`src/rtl/udt_rx_state_gate.sv`:
```
// rtl/udt_rx_state_gate.sv - UDT receive-side socket-state gate with 2-entry skid buffer
//
// Opens or closes the user RX AXI-Stream port according to the UDT socket
// state, only ever on packet boundaries, so the user sees whole packets.
//
// Optional feature macro: RX_DROP_EN
//   defined   : while CLOSED the core is drained (tready=1) and beats are
//               discarded; discarded packets are counted in drop_cnt_o.
//   undefined : while CLOSED the core is back-pressured; drop_cnt_o = 0.
//
// Ports:
//   rx_axis_aclk, rx_axis_aresetn   clock, asynchronous active-low reset
//   udt_state_i, state_valid_i      socket state code and its valid strobe
//   s_axis_*                        beats from the UDT core
//   m_axis_*                        beats to the user
//   conn_o                          gate is OPEN or DRAIN
//   pkt_cnt_o                       delivered packets (wrapping)
//   drop_cnt_o                      discarded packets (wrapping)

module udt_rx_state_gate #(
  parameter logic [31:0] CONNECT    = 32'h0000_0001,
  parameter logic [31:0] CLOSE      = 32'h0000_0002,
  parameter int          DATA_WIDTH = 32
) (
  input  logic                  rx_axis_aclk,
  input  logic                  rx_axis_aresetn,
  input  logic [31:0]           udt_state_i,
  input  logic                  state_valid_i,
  input  logic [DATA_WIDTH-1:0] s_axis_tdata_i,
  input  logic                  s_axis_tvalid_i,
  input  logic                  s_axis_tlast_i,
  output logic                  s_axis_tready_o,
  output logic [DATA_WIDTH-1:0] m_axis_tdata_o,
  output logic                  m_axis_tvalid_o,
  output logic                  m_axis_tlast_o,
  input  logic                  m_axis_tready_i,
  output logic                  conn_o,
  output logic [15:0]           pkt_cnt_o,
  output logic [15:0]           drop_cnt_o
);

  typedef enum logic [1:0] {
    ST_CLOSED = 2'd0,
    ST_OPEN   = 2'd1,
    ST_DRAIN  = 2'd2
  } gate_state_t;

  gate_state_t           state_q, state_d;
  logic                  pend_q, pend_d;
  logic                  in_pkt_q, in_pkt_d;
  logic [1:0]            cnt_q;
  logic [DATA_WIDTH-1:0] head_data_q, tail_data_q;
  logic                  head_last_q, tail_last_q;
  logic [15:0]           pkt_cnt_q;

  logic pass, skid_full, closed_ready;
  logic s_acc, tlast_acc, push, pop;
  logic is_conn, is_close;

  assign pass      = (state_q != ST_CLOSED);
  assign skid_full = (cnt_q == 2'd2);

`ifdef RX_DROP_EN
  assign closed_ready = 1'b1;
`else
  assign closed_ready = 1'b0;
`endif

  // Ready depends on registered state only; reset forces it low.
  assign s_axis_tready_o = rx_axis_aresetn & (pass ? !skid_full : closed_ready);

  assign s_acc     = s_axis_tvalid_i & s_axis_tready_o;
  assign tlast_acc = s_acc & s_axis_tlast_i;
  assign push      = s_acc & pass;
  assign pop       = m_axis_tvalid_o & m_axis_tready_i;

  assign is_conn  = state_valid_i && (udt_state_i == CONNECT);
  assign is_close = state_valid_i && (udt_state_i == CLOSE);

  // Packet-boundary decisions look at in_pkt as it will be after this cycle,
  // so a first beat accepted alongside CLOSE/CONNECT is never split.
  assign in_pkt_d = s_acc ? !s_axis_tlast_i : in_pkt_q;

  always_comb begin
    state_d = state_q;
    pend_d  = pend_q;
    unique case (state_q)
      ST_CLOSED: begin
        if (is_conn) begin
          pend_d = 1'b1;
        end else if (is_close) begin
          pend_d = 1'b0;
        end
        if ((is_conn || (pend_q && !is_close)) && !in_pkt_d) begin
          state_d = ST_OPEN;
          pend_d  = 1'b0;
        end
      end
      ST_OPEN: begin
        pend_d = 1'b0;
        if (is_close) begin
          state_d = in_pkt_d ? ST_DRAIN : ST_CLOSED;
        end
      end
      ST_DRAIN: begin
        pend_d = 1'b0;
        if (is_conn) begin
          state_d = ST_OPEN;
        end else if (tlast_acc) begin
          state_d = ST_CLOSED;
        end
      end
      default: begin
        state_d = ST_CLOSED;
        pend_d  = 1'b0;
      end
    endcase
  end

  always_ff @(posedge rx_axis_aclk or negedge rx_axis_aresetn) begin
    if (!rx_axis_aresetn) begin
      state_q  <= ST_CLOSED;
      pend_q   <= 1'b0;
      in_pkt_q <= 1'b0;
    end else begin
      state_q  <= state_d;
      pend_q   <= pend_d;
      in_pkt_q <= in_pkt_d;
    end
  end

  // Skid buffer: head is always the beat presented to the user.
  always_ff @(posedge rx_axis_aclk or negedge rx_axis_aresetn) begin
    if (!rx_axis_aresetn) begin
      cnt_q       <= 2'd0;
      head_data_q <= '0;
      head_last_q <= 1'b0;
      tail_data_q <= '0;
      tail_last_q <= 1'b0;
    end else begin
      unique case (cnt_q)
        2'd0: begin
          if (push) begin
            head_data_q <= s_axis_tdata_i;
            head_last_q <= s_axis_tlast_i;
            cnt_q       <= 2'd1;
          end
        end
        2'd1: begin
          if (push && pop) begin
            head_data_q <= s_axis_tdata_i;
            head_last_q <= s_axis_tlast_i;
          end else if (push) begin
            tail_data_q <= s_axis_tdata_i;
            tail_last_q <= s_axis_tlast_i;
            cnt_q       <= 2'd2;
          end else if (pop) begin
            cnt_q <= 2'd0;
          end
        end
        2'd2: begin
          if (pop) begin
            head_data_q <= tail_data_q;
            head_last_q <= tail_last_q;
            cnt_q       <= 2'd1;
          end
        end
        default: cnt_q <= 2'd0;
      endcase
    end
  end

  always_ff @(posedge rx_axis_aclk or negedge rx_axis_aresetn) begin
    if (!rx_axis_aresetn) begin
      pkt_cnt_q <= 16'd0;
    end else if (pop && m_axis_tlast_o) begin
      pkt_cnt_q <= pkt_cnt_q + 16'd1;
    end
  end

`ifdef RX_DROP_EN
  logic [15:0] drop_cnt_q;
  always_ff @(posedge rx_axis_aclk or negedge rx_axis_aresetn) begin
    if (!rx_axis_aresetn) begin
      drop_cnt_q <= 16'd0;
    end else if (tlast_acc && !pass) begin
      drop_cnt_q <= drop_cnt_q + 16'd1;
    end
  end
  assign drop_cnt_o = drop_cnt_q;
`else
  assign drop_cnt_o = 16'd0;
`endif

  assign m_axis_tvalid_o = (cnt_q != 2'd0);
  assign m_axis_tdata_o  = head_data_q;
  assign m_axis_tlast_o  = head_last_q & m_axis_tvalid_o;
  assign conn_o          = pass;
  assign pkt_cnt_o       = pkt_cnt_q;

endmodule

```
`config.mk`:
```
export PLATFORM = sky130hd
export DESIGN_NAME = udt_rx_state_gate
export DESIGN_NICKNAME = d
export VERILOG_FILES = /design/src/rtl/udt_rx_state_gate.sv
export SDC_FILE = /design/constraint.sdc
export NUM_CORES = 1
export LEC_CHECK = 0
export BUFFER_PORTS_ARGS = -buffer_cell sky130_fd_sc_hd__buf_4
export CORE_ASPECT_RATIO = 0.8
export CORE_MARGIN = 1
export CORE_UTILIZATION = 28
export CTS_CLUSTER_DIAMETER = 30
export DETAILED_ROUTE_END_ITERATION = 6
export PLACE_DENSITY = 0.61
export REMOVE_ABC_BUFFERS = 1
export SLEW_MARGIN = 10
export SYNTH_ARGS = -nofsm -noshare
export SYNTH_HDL_FRONTEND = slang
export SYNTH_SLANG_ARGS = --single-unit
export TNS_END_PERCENT = 5
```
`constraint.sdc`:
```
create_clock -name rx_axis_aclk -period 4.1 [get_ports rx_axis_aclk]
set_input_delay 0.205 -clock rx_axis_aclk [delete_from_list [all_inputs] [get_ports rx_axis_aclk]]
set_output_delay 0.205 -clock rx_axis_aclk [all_outputs]
set_load 0.01 [all_outputs]
```
Word-level counts from Yosys, hierarchy flattened
Index checks and enable logic that the tools add are counted.

Register bits: 88. Output and inout port bits: 68. Logic and storage cells: 78.

$add $sub $neg: 1. Equal/unequal tests: 15. Multiplexer cells: 26. Bitwise operators: 7. Reductions and logical operators: 20.

Operator list (number): two-way mux 32 bit (3); one-hot mux 32 bit (3 select lines) (1); equality test 32 x 1 -> 1 bit (second input constant) (1); equality test 32 x 2 -> 1 bit (second input constant) (1); two-way mux 2 bit (10); adder 16 x 1 -> 16 bit (second input constant) (1); one-hot mux 2 bit (3 select lines) (2); inequality test 2 bit (second input constant) (5); two-way mux 1 bit (9); AND reduction 4 bit (2); bitwise AND 1 bit (6); logical AND 1 bit (6); inequality test 3 bit (second input constant) (2); AND reduction 3 bit (2); equality test 2 x 1 -> 1 bit (second input constant) (2); equality test 2 bit (second input constant) (2); logical NOT 1 bit (4); logical NOT 2 bit (2); inequality test 4 bit (second input constant) (1); nonzero test 2 bit (2); one-hot mux 1 bit (3 select lines) (1); nonzero test 3 bit (1); inequality test 2 x 1 -> 1 bit (second input constant) (1); logical OR 1 bit (1); NOT 1 bit (1).

Logic depth before layout (Yosys ltp)
Gate-level depths: netlist (run 1).

Depth in word-level cells: 10. Depth in mapped cells: 9. Depth with buffers taken out: 5.

Worst setup path before layout (run 1)
No wires, ideal clock.

Kind: reg2reg. From: register cnt_q[1]. To: register tail_data_q[10]. Library setup time: 0.125 ns. Arrival: 1.750 ns. Required time: 3.975 ns. Path slack: 2.225 ns. Stages on the path, launching flop included: 8. Buffers on the path: 3. Period minus slack after synthesis: 1.875 ns. Cells stage by stage: dfrtp_1 -> buf_2 -> nand2b_1 -> buf_4 -> nand4_4 -> nor3b_4 -> buf_6 -> mux2_2.

Word-level cells in the longest chain between the ends: 9. Elaborated cells between the ends (all ways): 12.

Ends and longest elaborated chain: start, declared (line 51) `logic [1:0] cnt_q;`; start signal, assigned (line 135) `cnt_q <= 2'd0;`; start signal, assigned (line 146) `cnt_q <= 2'd1;`; start signal, assigned (line 156) `cnt_q <= 2'd2;`; equality test 2 bit (line 61) `assign skid_full = (cnt_q == 2'd2);`; logical NOT 1 bit (line 70) `assign s_axis_tready_o = rx_axis_aresetn & (pass ? !skid_full : closed_ready);`; two-way mux 1 bit (line 70); bitwise AND 1 bit (line 70); bitwise AND 1 bit (line 72) `assign s_acc = s_axis_tvalid_i & s_axis_tready_o;`; bitwise AND 1 bit (line 74) `assign push = s_acc & pass;`; logical AND 1 bit (line 150) `if (push && pop) begin`; NOT 1 bit (no line); AND reduction 3 bit (no line) (*); end signal, assigned (line 154) `tail_data_q <= s_axis_tdata_i;`; end, declared (line 52) `logic [DATA_WIDTH-1:0] head_data_q, tail_data_q;`.

Every way passes the cells marked *; elsewhere a longest branch is shown, timed or not. A chain may end at the register's enable or synchronous reset.

Worst setup path after layout (run 1)
From: register cnt_q[1]. To: register tail_data_q[29].

The elaborated chain is that of the path after synthesis.

==> metrics.yaml, run 1 <==
synth_seq_cells: 88
syn_to_final_growth_pct: 33.5
grt_max_degree: 77
yosysUniqueCellTypes: 38
grt_setup_unrepaired: "false"
ctsLongestPathBuffers: 2
timing.critical_path.cells: "nand2b_1, buf_4, nand4_4, nor3b_4, buf_12, mux2_2"
relSlewSlack_pct: 35.8
period_share_pct: 65.1
syn_area_per_cell_um2: 10.5
ant_nets: 0
timing.max_cap.violations: 0
wl_per_cell_um: 13.1
fin_area_um2: 5370
drt-total-wl_mm: 9.02
synth_top_cell_area_share_pct: 54.8
synthArstFlopShare_pct: 100
grt_pass1_vias: 3081
synthCells: 383
cpPeakStageDelay_ns: 0.66
report.final.slew_viol_count: 0
yosysWarnings: 0
die_h_um: 109
cp_top_family: "simple AND/OR/NAND/NOR gates"
cts-root-buf: "clkbuf_16"
tns_ns: 0
hp-class: "input port to register"
ir_worst_vdd_uv: 350
use_met1_pct: 15.7
syn_area_um2: 4020
multi_input_area_um2: 1630
drive_above_1_share_pct: 36.4
path_buf_inv: 2
hpwl_mm: 6.57
worstSetupPathType: "register to register"
use_met3_pct: 5.02
die_area_um2: 14800
synth_top_area_cell: "dfrtp_1"
grtUsageMet2_pct: 21.9
grt_usage_pct: 13.1
num-fill-cells: 1351
timing.final.crit_period_ns: 2.67
vias_per_cell: 4.45
antenna_found_initial: 0
ys_seq_area_share_pct: 54.8
tritoncts: "built"
slowest_stage: "nor3b_4"
p_leak_nw: 2.54
cts.sinks: 88
vias: 3051
overflow: 0
dr.pass1.iters: 4
synth_ff_type: "dfrtp_1"
clk_pin_slew_ns: 0.07
clock.fmax_mhz: 374
cp_max_fo: 35
drtIter0Drc: 145
tightest_slew_ns: 0.963
crit_arrival_ns: 2.89
powerDensity_nw_per_um2: 581
io_pins: 138
gp_congestion: 0.769
fin_skew_ns: 0.00547
post-place-ws_ns: 1.43
cts.htree.levels: 3
setup_slack_ns: 1.43
worstPathRequired_ns: 4.32
n_antenna_cell: 0
setup_viol: 0
route.detailed.drc: 0
whs_ns: 0.101
fin_nets: 572
synth_edf_count: 0
core_area_um2: 13800
dpl-instance-area_um2: 5040
hold_violations: 0
register_area_um2: 2200
grt_pass1_wl_mm: 14.9
grt.busiest_layer: "met2"
cts_made_buffers: 9
outcome: "finished, final reports clean"
synthTopCellsByArea: "dfrtp_1 55%, mux2_2 9.5%, nand2_1 6.8%"
startpoint_type: "register"
rows: 38
numPortBuffers: 121
die_x_um: 136
clkLatencyLatePin_ns: 0.34
initial_utilization_pct: 29.2
end_kind: "register"
-- state kept, by name, summed over array words and instances, names as in the netlist --
register	cells
head_last_q	1
in_pkt_q	1
pend_q	1
state_q	2
pkt_cnt_o	16
m_axis_tdata_o	32
tail_last_q	1
tail_data_q	32
cnt_q	2
-- cells by family after synthesis --
kind of cell / Yosys count / synth area share, %
compound gates: 48 / 7.63
simple gates: 152 / 17.2
xor+xnor: 15 / 3.27
mux: 37 / 10.3
other cells: 1 / 0.0933
flops: 88 / 54.8
fa+ha+maj: 1 / 0.311
buf+inv: 41 / 6.47
-- worst reg2reg max path, delay by kind of cell (launching register included) --
family,cells,cell delay (ns)
flops,1,0.51
buf+inv,2,0.61
simple gates,3,1.06
mux,1,0.37
-- path summary, 6_finish.rpt --
kind,from,to,slack (ns),cells after the start
min reg2reg,pkt_cnt_o[15],pkt_cnt_o[15],0.49,1
max reg2reg,cnt_q[1],tail_data_q[29],1.43,6
max in group asynchronous,rx_axis_aresetn,tail_data_q[28],2.64,3
min,m_axis_tready_i,cnt_q[1],0.10,2
max,cnt_q[1],tail_data_q[29],1.43,6
min in group asynchronous,rx_axis_aresetn,pkt_cnt_o[2],0.25,2
-- routing by layer --
layer	part of all wire, %	routed length (µm)	vias to the layer above
met1	45	4060	1454
li1	-	-	1512
met2	47	4270	78
met3	6.7	601	7
met5	0	0	-
met4	0.91	82	0
-- placed cells by master, fill, tap and decap left out, drive strengths merged, types with 5 or more instances in the layout --
cell type	Yosys	final
a21oi	5	5
nor4	6	6
clkbuf	7	9
conb	1	16
mux2	34	34
nor2	41	41
xnor2	10	10
nand2	73	73
nand4	6	6
dfrtp	88	88
a31oi	32	32
inv	5	6
buf	29	127
xor2	5	5
-- stage by stage --
stage	std cells	power (mW)	util, %
after floorplan	362	1.81	-
after global placement	669	2.23	36.5
after CTS	686	3.16	38.9
after detailed placement	669	2.26	36.5
after global routing	686	3.33	38.9
final	686	3.12	38.9
-- power by group --
group	leakage, nW	total [mW]	switching (mW)	internal (mW)
registers	1.08	1.37	0.192	1.18
clock network	0.156	0.884	0.349	0.535
logic	1.30	0.859	0.371	0.487
-- repair_timing --
action,in CTS,in global routing
setup buffers,0,0
endpoints found under the hold margin,12,0
gates resized for setup,0,0
hold buffers,1,0
-- Yosys cell counts (2+ instances only) --
cell	number
a21oi_1	5
a31oi_1	32
and3_1	3
buf_2	7
buf_4	18
buf_6	4
clkbuf_1	7
dfrtp_1	88
inv_1	5
mux2_2	34
mux2i_1	3
nand2_1	73
nand2b_1	2
nand3_1	4
nand4_1	5
nor2_1	41
nor2b_1	4
nor3_1	4
nor4_1	6
nor4b_1	2
o21ai_0	3
o22ai_1	2
or2_2	3
xnor2_1	10
xor2_1	5
-- cell type report --
class	instances	area share (%)
clock buffer	9	4.20
clock inverter	7	1.77
inverter	5	0.350
multi-input combinational	269	30.3
sequential	88	41.0
tap	180	4.20
timing repair buffer	128	18.2
Note: power is estimated with default switching activity, not from simulation.
==> run 2, diff against run 1 <==
==> constraint.sdc (replaced) <==
create_clock -name rx_axis_aclk -period 2.46 [get_ports rx_axis_aclk]
set_input_delay 0.123 -clock rx_axis_aclk [delete_from_list [all_inputs] [get_ports rx_axis_aclk]]
set_output_delay 0.123 -clock rx_axis_aclk [all_outputs]
set_load 0.01 [all_outputs]
==> run 2 against run 1 <==
Against the previous run:
- clock power grew 57%
- worst setup slack lost 0.91 ns
- clock-buffer cell count grew 1
- sequential power grew 66%
- critical path type unchanged
- critical endpoint is now tail_data_q[22]
- largest cell class unchanged
- largest power group unchanged
==> metrics.yaml, run 2 (synthesis gave the netlist of run 1 again) <==
initial_utilization_pct: 29.2  # unchanged
cp_max_fo: 22  # -37%
setup_viol: 0  # unchanged
p_leak_nw: 2.54  # about the same
grt_usage_pct: 12.7  # -0.36 points
cts_setup_buffers: 0  # unchanged
core_area_um2: 13800  # unchanged
die_h_um: 109  # unchanged
route.detailed.drc: 0  # unchanged
overflow: 0  # unchanged
timing.max_cap.violations: 0  # unchanged
grt_setup_unrepaired: "false"
hp-class: "input port to register"
drtIter0Drc: 142  # -2.1%
cts_hold_buf: 2  # +1
hold_violations: 0  # unchanged
fin_skew_ns: 0.00556  # +0.0000932 ns
worstPathRequired_ns: 2.69  # -1.63 ns
timing.final.crit_period_ns: 1.94  # -0.727 ns
vias: 3041  # -0.33%
tightest_slew_ns: 0.593  # -0.370 ns
post-route-util_pct: 38.9  # about the same
ir_worst_vdd_uv: 709  # +100%
cts.htree.levels: 3  # unchanged
multi_input_area_um2: 1630  # unchanged
ant_nets: 0  # unchanged
worstSetupPathType: "register to register"
io_pins: 138  # unchanged
clk_pin_slew_ns: 0.06  # about the same
fin_area_um2: 5370  # about the same
end_kind: "register"
register_area_um2: 2200  # unchanged
crit_arrival_ns: 2.17  # -0.72 ns
die_x_um: 136  # unchanged
whs_ns: 0.0201  # -0.0807 ns
total_power_mw: 5.10  # +64%
final_common_cell: "buf_4"
rows: 38  # unchanged
grt_max_degree: 47  # -39%
cts-root-buf: "clkbuf_16"
clock.fmax_mhz: 515  # +37%
mostFrequentLayoutCells: "129 x buf_4, 88 x dfrtp_1, 73 x nand2_1, 41 x nor2_1, 34 x mux2_2"
report.final.slew_viol_count: 0  # unchanged
tritoncts: "built"
vias_per_cell: 4.41  # -0.76%
gp_congestion: 0.786  # +2.2%
powerDensity_nw_per_um2: 950  # +64%
hpwl_mm: 6.42  # -2.2%
die_area_um2: 14800  # unchanged
wl_per_cell_um: 12.8  # -2.5%
numPortBuffers: 121  # unchanged
ctsLongestPathBuffers: 2  # unchanged
drt-total-wl_mm: 8.83  # -2.1%
dr.pass1.iters: 4  # unchanged
cts.sinks: 88  # unchanged
n_antenna_cell: 0  # unchanged
cts_resized: 0  # unchanged
num-fill-cells: 1380  # +2.1%
grt_pass1_wl_mm: 14.6  # -2.1%
relSlewSlack_pct: 60.5  # +25 points
grt_pass1_vias: 3043  # -1.2%
dpl-instance-area_um2: 5040  # about the same
clkLatencyLatePin_ns: 0.34  # about the same
syn_to_final_growth_pct: 33.5  # about the same
drive_above_1_share_pct: 36.5  # +0.18 points
cts_made_buffers: 9  # unchanged
startpoint_type: "register"
antenna_found_initial: 0  # unchanged
fin_nets: 575  # +0.52%
outcome: "finished, final reports clean"
period_share_pct: 79.0  # +14 points
[run 2: worst paths after layout]
check                                    from            endpoint  slack, ns  depth (start not counted)
setup / recovery                     cnt_q[1]     tail_data_q[22]       0.52                          5
hold / removal             s_axis_tdata_i[16]     tail_data_q[16]       0.02                          2
setup reg to reg                     cnt_q[1]     tail_data_q[22]       0.52                          5
hold reg to reg                 pkt_cnt_o[15]       pkt_cnt_o[15]       0.49                          1
max in group asynchronous     rx_axis_aresetn  m_axis_tdata_o[12]       1.57                          3
min in group asynchronous     rx_axis_aresetn  m_axis_tdata_o[14]       0.46                          3
[run 2: metal layers]
| layer | global-route usage (%) | wire length (µm) | vias up |
|---|---|---|---|
| met5 | 0 | 0 | - |
| met4 | 4.76 | 127 | 0 |
| met3 | 4.42 | 593 | 11 |
| met2 | 21.3 | 4160 | 79 |
| met1 | 15.0 | 3950 | 1436 |
| li1 | - | - | 1515 |
[run 2: worst max-delay path, stage by stage (launching register included)]
cell and delay [ns]:
dfrtp_1 0.51, nand2b_1 0.20, nand4_4 0.20, nor3b_4 0.22, buf_4 0.31, mux2_2 0.38
[run 2: per-stage QoR]
stage          std cells  TNS (ns)  worst slack (ns)
2_1_floorplan        362    -66.66             -1.55
3_3_place_gp         671         0             0.583
3_5_place_dp         671         0             0.521
4_1_cts              689         0             0.505
5_1_grt              689         0             0.382
6_report             689         0             0.517
[run 2: report_power, final]
group          switching, mW  internal, mW
Combinational          0.611         0.813
Clock                  0.572         0.817
Sequential             0.314          1.97
[run 2: final cells by class]
cell class                      instances  share of cell area, %
Clock buffer                           10                   4.45
Inverter                                5                  0.350
Timing Repair Buffer                  131                   18.4
Tap cell                              180                   4.20
Sequential cell                        88                   41.0
Multi-Input combinational cell        269                   30.3
Clock inverter                          6                   1.26
==> run 3, diff against run 2 <==
==> constraint.sdc (replaced) <==
create_clock -name rx_axis_aclk -period 1.9 [get_ports rx_axis_aclk]
set_input_delay 0.095 -clock rx_axis_aclk [delete_from_list [all_inputs] [get_ports rx_axis_aclk]]
set_output_delay 0.095 -clock rx_axis_aclk [all_outputs]
set_load 0.01 [all_outputs]
==> run 3 against run 2 <==
Against the previous run:
- via count increased by 6.6%
- core utilization increased by 3.0 points
- first-iteration DRC count decreased by 20%
- die area unchanged
- clock power increased by 29%
- total power increased by 32%
- non-clock buffer count increased by 37
- flip-flop and latch count unchanged
- clock skew about the same
- global-route usage increased by 0.89 points
- final area increased by 7.6%
- worst hold slack got worse by 0.0076 ns
- largest power group unchanged
==> metrics.yaml, run 3 (synthesis gave the netlist of run 1 again) <==
outcome: "finished, final reports clean"
crit_arrival_ns: 1.70  # -0.47 ns
startpoint_type: "register"
cp_max_fo: 34  # +55%
hold_violations: 0  # unchanged
die_x_um: 136  # unchanged
report.final.slew_viol_count: 0  # unchanged
grt_max_degree: 55  # +17%
end_kind: "output pin"
final_common_cell: "buf_4"
worstSetupPathType: "register to output pin"
grt_usage_pct: 13.6  # +0.89 points
tightest_slew_ns: 0.692  # +0.0989 ns
cts.sinks: 88  # unchanged
die_area_um2: 14800  # unchanged
setup_slack_ns: 0.101  # -0.416 ns
fin_skew_ns: 0.00595  # +0.000389 ns
numPortBuffers: 121  # unchanged
p_leak_nw: 2.71  # +6.5%
fin_area_um2: 5780  # +7.6%
mostFrequentLayoutCells: "130 x buf_4, 88 x dfrtp_1, 73 x nand2_1, 41 x nor2_1"
dp.cells: 676  # +0.75%
post-place-ws_ns: 0.0499  # -0.471 ns
drive_above_1_share_pct: 35.3  # -1.2 points
dpl-instance-area_um2: 5100  # +1.2%
timing.final.crit_period_ns: 1.80
gp_congestion: 0.810  # +3.0%
worstPathRequired_ns: 1.80  # -0.89 ns
layout.cells.non_filler: 726  # +5.4%
io_pins: 138  # unchanged
setup_viol: 0  # unchanged
clock.fmax_mhz: 556
grt_pass1_vias: 3219  # +5.8%
cts_setup_buffers: 0  # unchanged
vias: 3241  # +6.6%
cts_made_buffers: 9  # unchanged
tritoncts: "built"
ir_worst_vdd_uv: 710  # +0.18%
ant_nets: 0  # unchanged
regToRegEndpoint: "tail_data_q[30]"
period_share_pct: 94.7
dr.pass1.iters: 4  # unchanged
relSlewSlack_pct: 53.9  # -6.6 points
regToRegSetupSlack_ns: 0.12  # -0.40 ns
overflow: 0  # unchanged
wl_per_cell_um: 13.1  # +2.6%
whs_ns: 0.0124  # -0.00764 ns
r2r_start: "cnt_q[0]"
holdPathStages: 2  # unchanged
total_power_mw: 6.72  # +32%
min_to: "tail_last_q"
syn_to_final_growth_pct: 43.7
rows: 38  # unchanged
clkLatencyLatePin_ns: 0.35  # about the same
core_area_um2: 13800  # unchanged
initial_utilization_pct: 29.2  # unchanged
die_h_um: 109  # unchanged
antenna_found_initial: 0  # unchanged
cts.htree.levels: 3  # unchanged
grt_pass1_wl_mm: 15.5  # +6.2%
route.detailed.drc: 0  # unchanged
ctsLongestPathBuffers: 2  # unchanged
drtIter0Drc: 113  # -20%
powerDensity_nw_per_um2: 1160  # +23%
n_antenna_cell: 0  # unchanged
worstHoldStart: "s_axis_tlast_i"
cts-root-buf: "clkbuf_16"
fin_nets: 612  # +6.4%
r2r_cells: 5  # unchanged
grt_setup_unrepaired: "true"
timing.max_cap.violations: 0  # unchanged
drt-total-wl_mm: 9.55  # +8.1%
vias_per_cell: 4.46  # +1.1%
hpwl_mm: 6.77  # +5.5%
hp-class: "input port to register"
clk_pin_slew_ns: 0.06  # about the same
[run 3: changes by cell type in the layout (fill, tap and decap cells not counted), sizes merged]
cell | before | now
clkinvlp | 2 | 1
clkinv | 2 | 4
dlygate4sd3 | 2 | 34
buf | 129 | 134
inv | 6 | 5
[run 3: where the power goes]
| part | leakage (nW) | internal [mW] | switching (mW) |
|---|---|---|---|
| Combinational | 1.48 | 1.12 | 0.832 |
| Clock | 0.149 | 1.06 | 0.742 |
| Sequential | 1.08 | 2.55 | 0.417 |
| Total | 2.71 | 4.73 | 1.99 |
[run 3: per-layer routing]
| metal | wire (µm) | GRT usage [%] |
|---|---|---|
| met5 | 0 | 0 |
| met2 | 4750 | 23.2 |
| met4 | 134 | 5.08 |
| met1 | 4140 | 15.9 |
| met3 | 525 | 4.56 |
[run 3: worst max path at each step]
| stage | start | end | slack (ns) | depth (start not counted) |
|---|---|---|---|---|
| 6_report | cnt_q[0] | s_axis_tready_o | 0.10 | 4 |
| 4_1_cts | state_q[1] | state_q[0] | 0.03 | 6 |
| 5_1_grt | cnt_q[0] | s_axis_tready_o | -0.05 | 4 |
| 3_5_place_dp | state_q[1] | state_q[0] | 0.05 | 6 |
| 2_1_floorplan | cnt_q[1] | m_axis_tdata_o[0] | -2.11 | 4 |
| 3_3_place_gp | cnt_q[0] | tail_data_q[17] | 0.18 | 5 |
[run 3: critical path, stage by stage, from the launching register on]
cell and delay, ns:
dfrtp_1 0.42, nand2b_1 0.21, buf_4 0.38, and3_1 0.22, buf_4 0.12
[run 3: cell type report]
type	instances	area (µm²)
fill	1340	8010
multi-input combinational	269	1640
timing repair buffer	168	1380
sequential	88	2200
clock buffer	10	239
tap	180	225
inverter	5	18.8
clock inverter	6	68.8
[run 3: timing repair]
action,in CTS,in global routing
resized for setup,0,5
endpoints found under the setup margin,0,19
hold endpoints to repair,66,1
hold buffers,33,1
[run 3: per-stage QoR]
step	util, %	setup TNS (ns)
5_1_grt	41.9	-0.105
3_5_place_dp	37.0	0
4_1_cts	41.6	0
6_report	41.9	0
3_3_place_gp	37.0	0
2_1_floorplan	-	-104.30
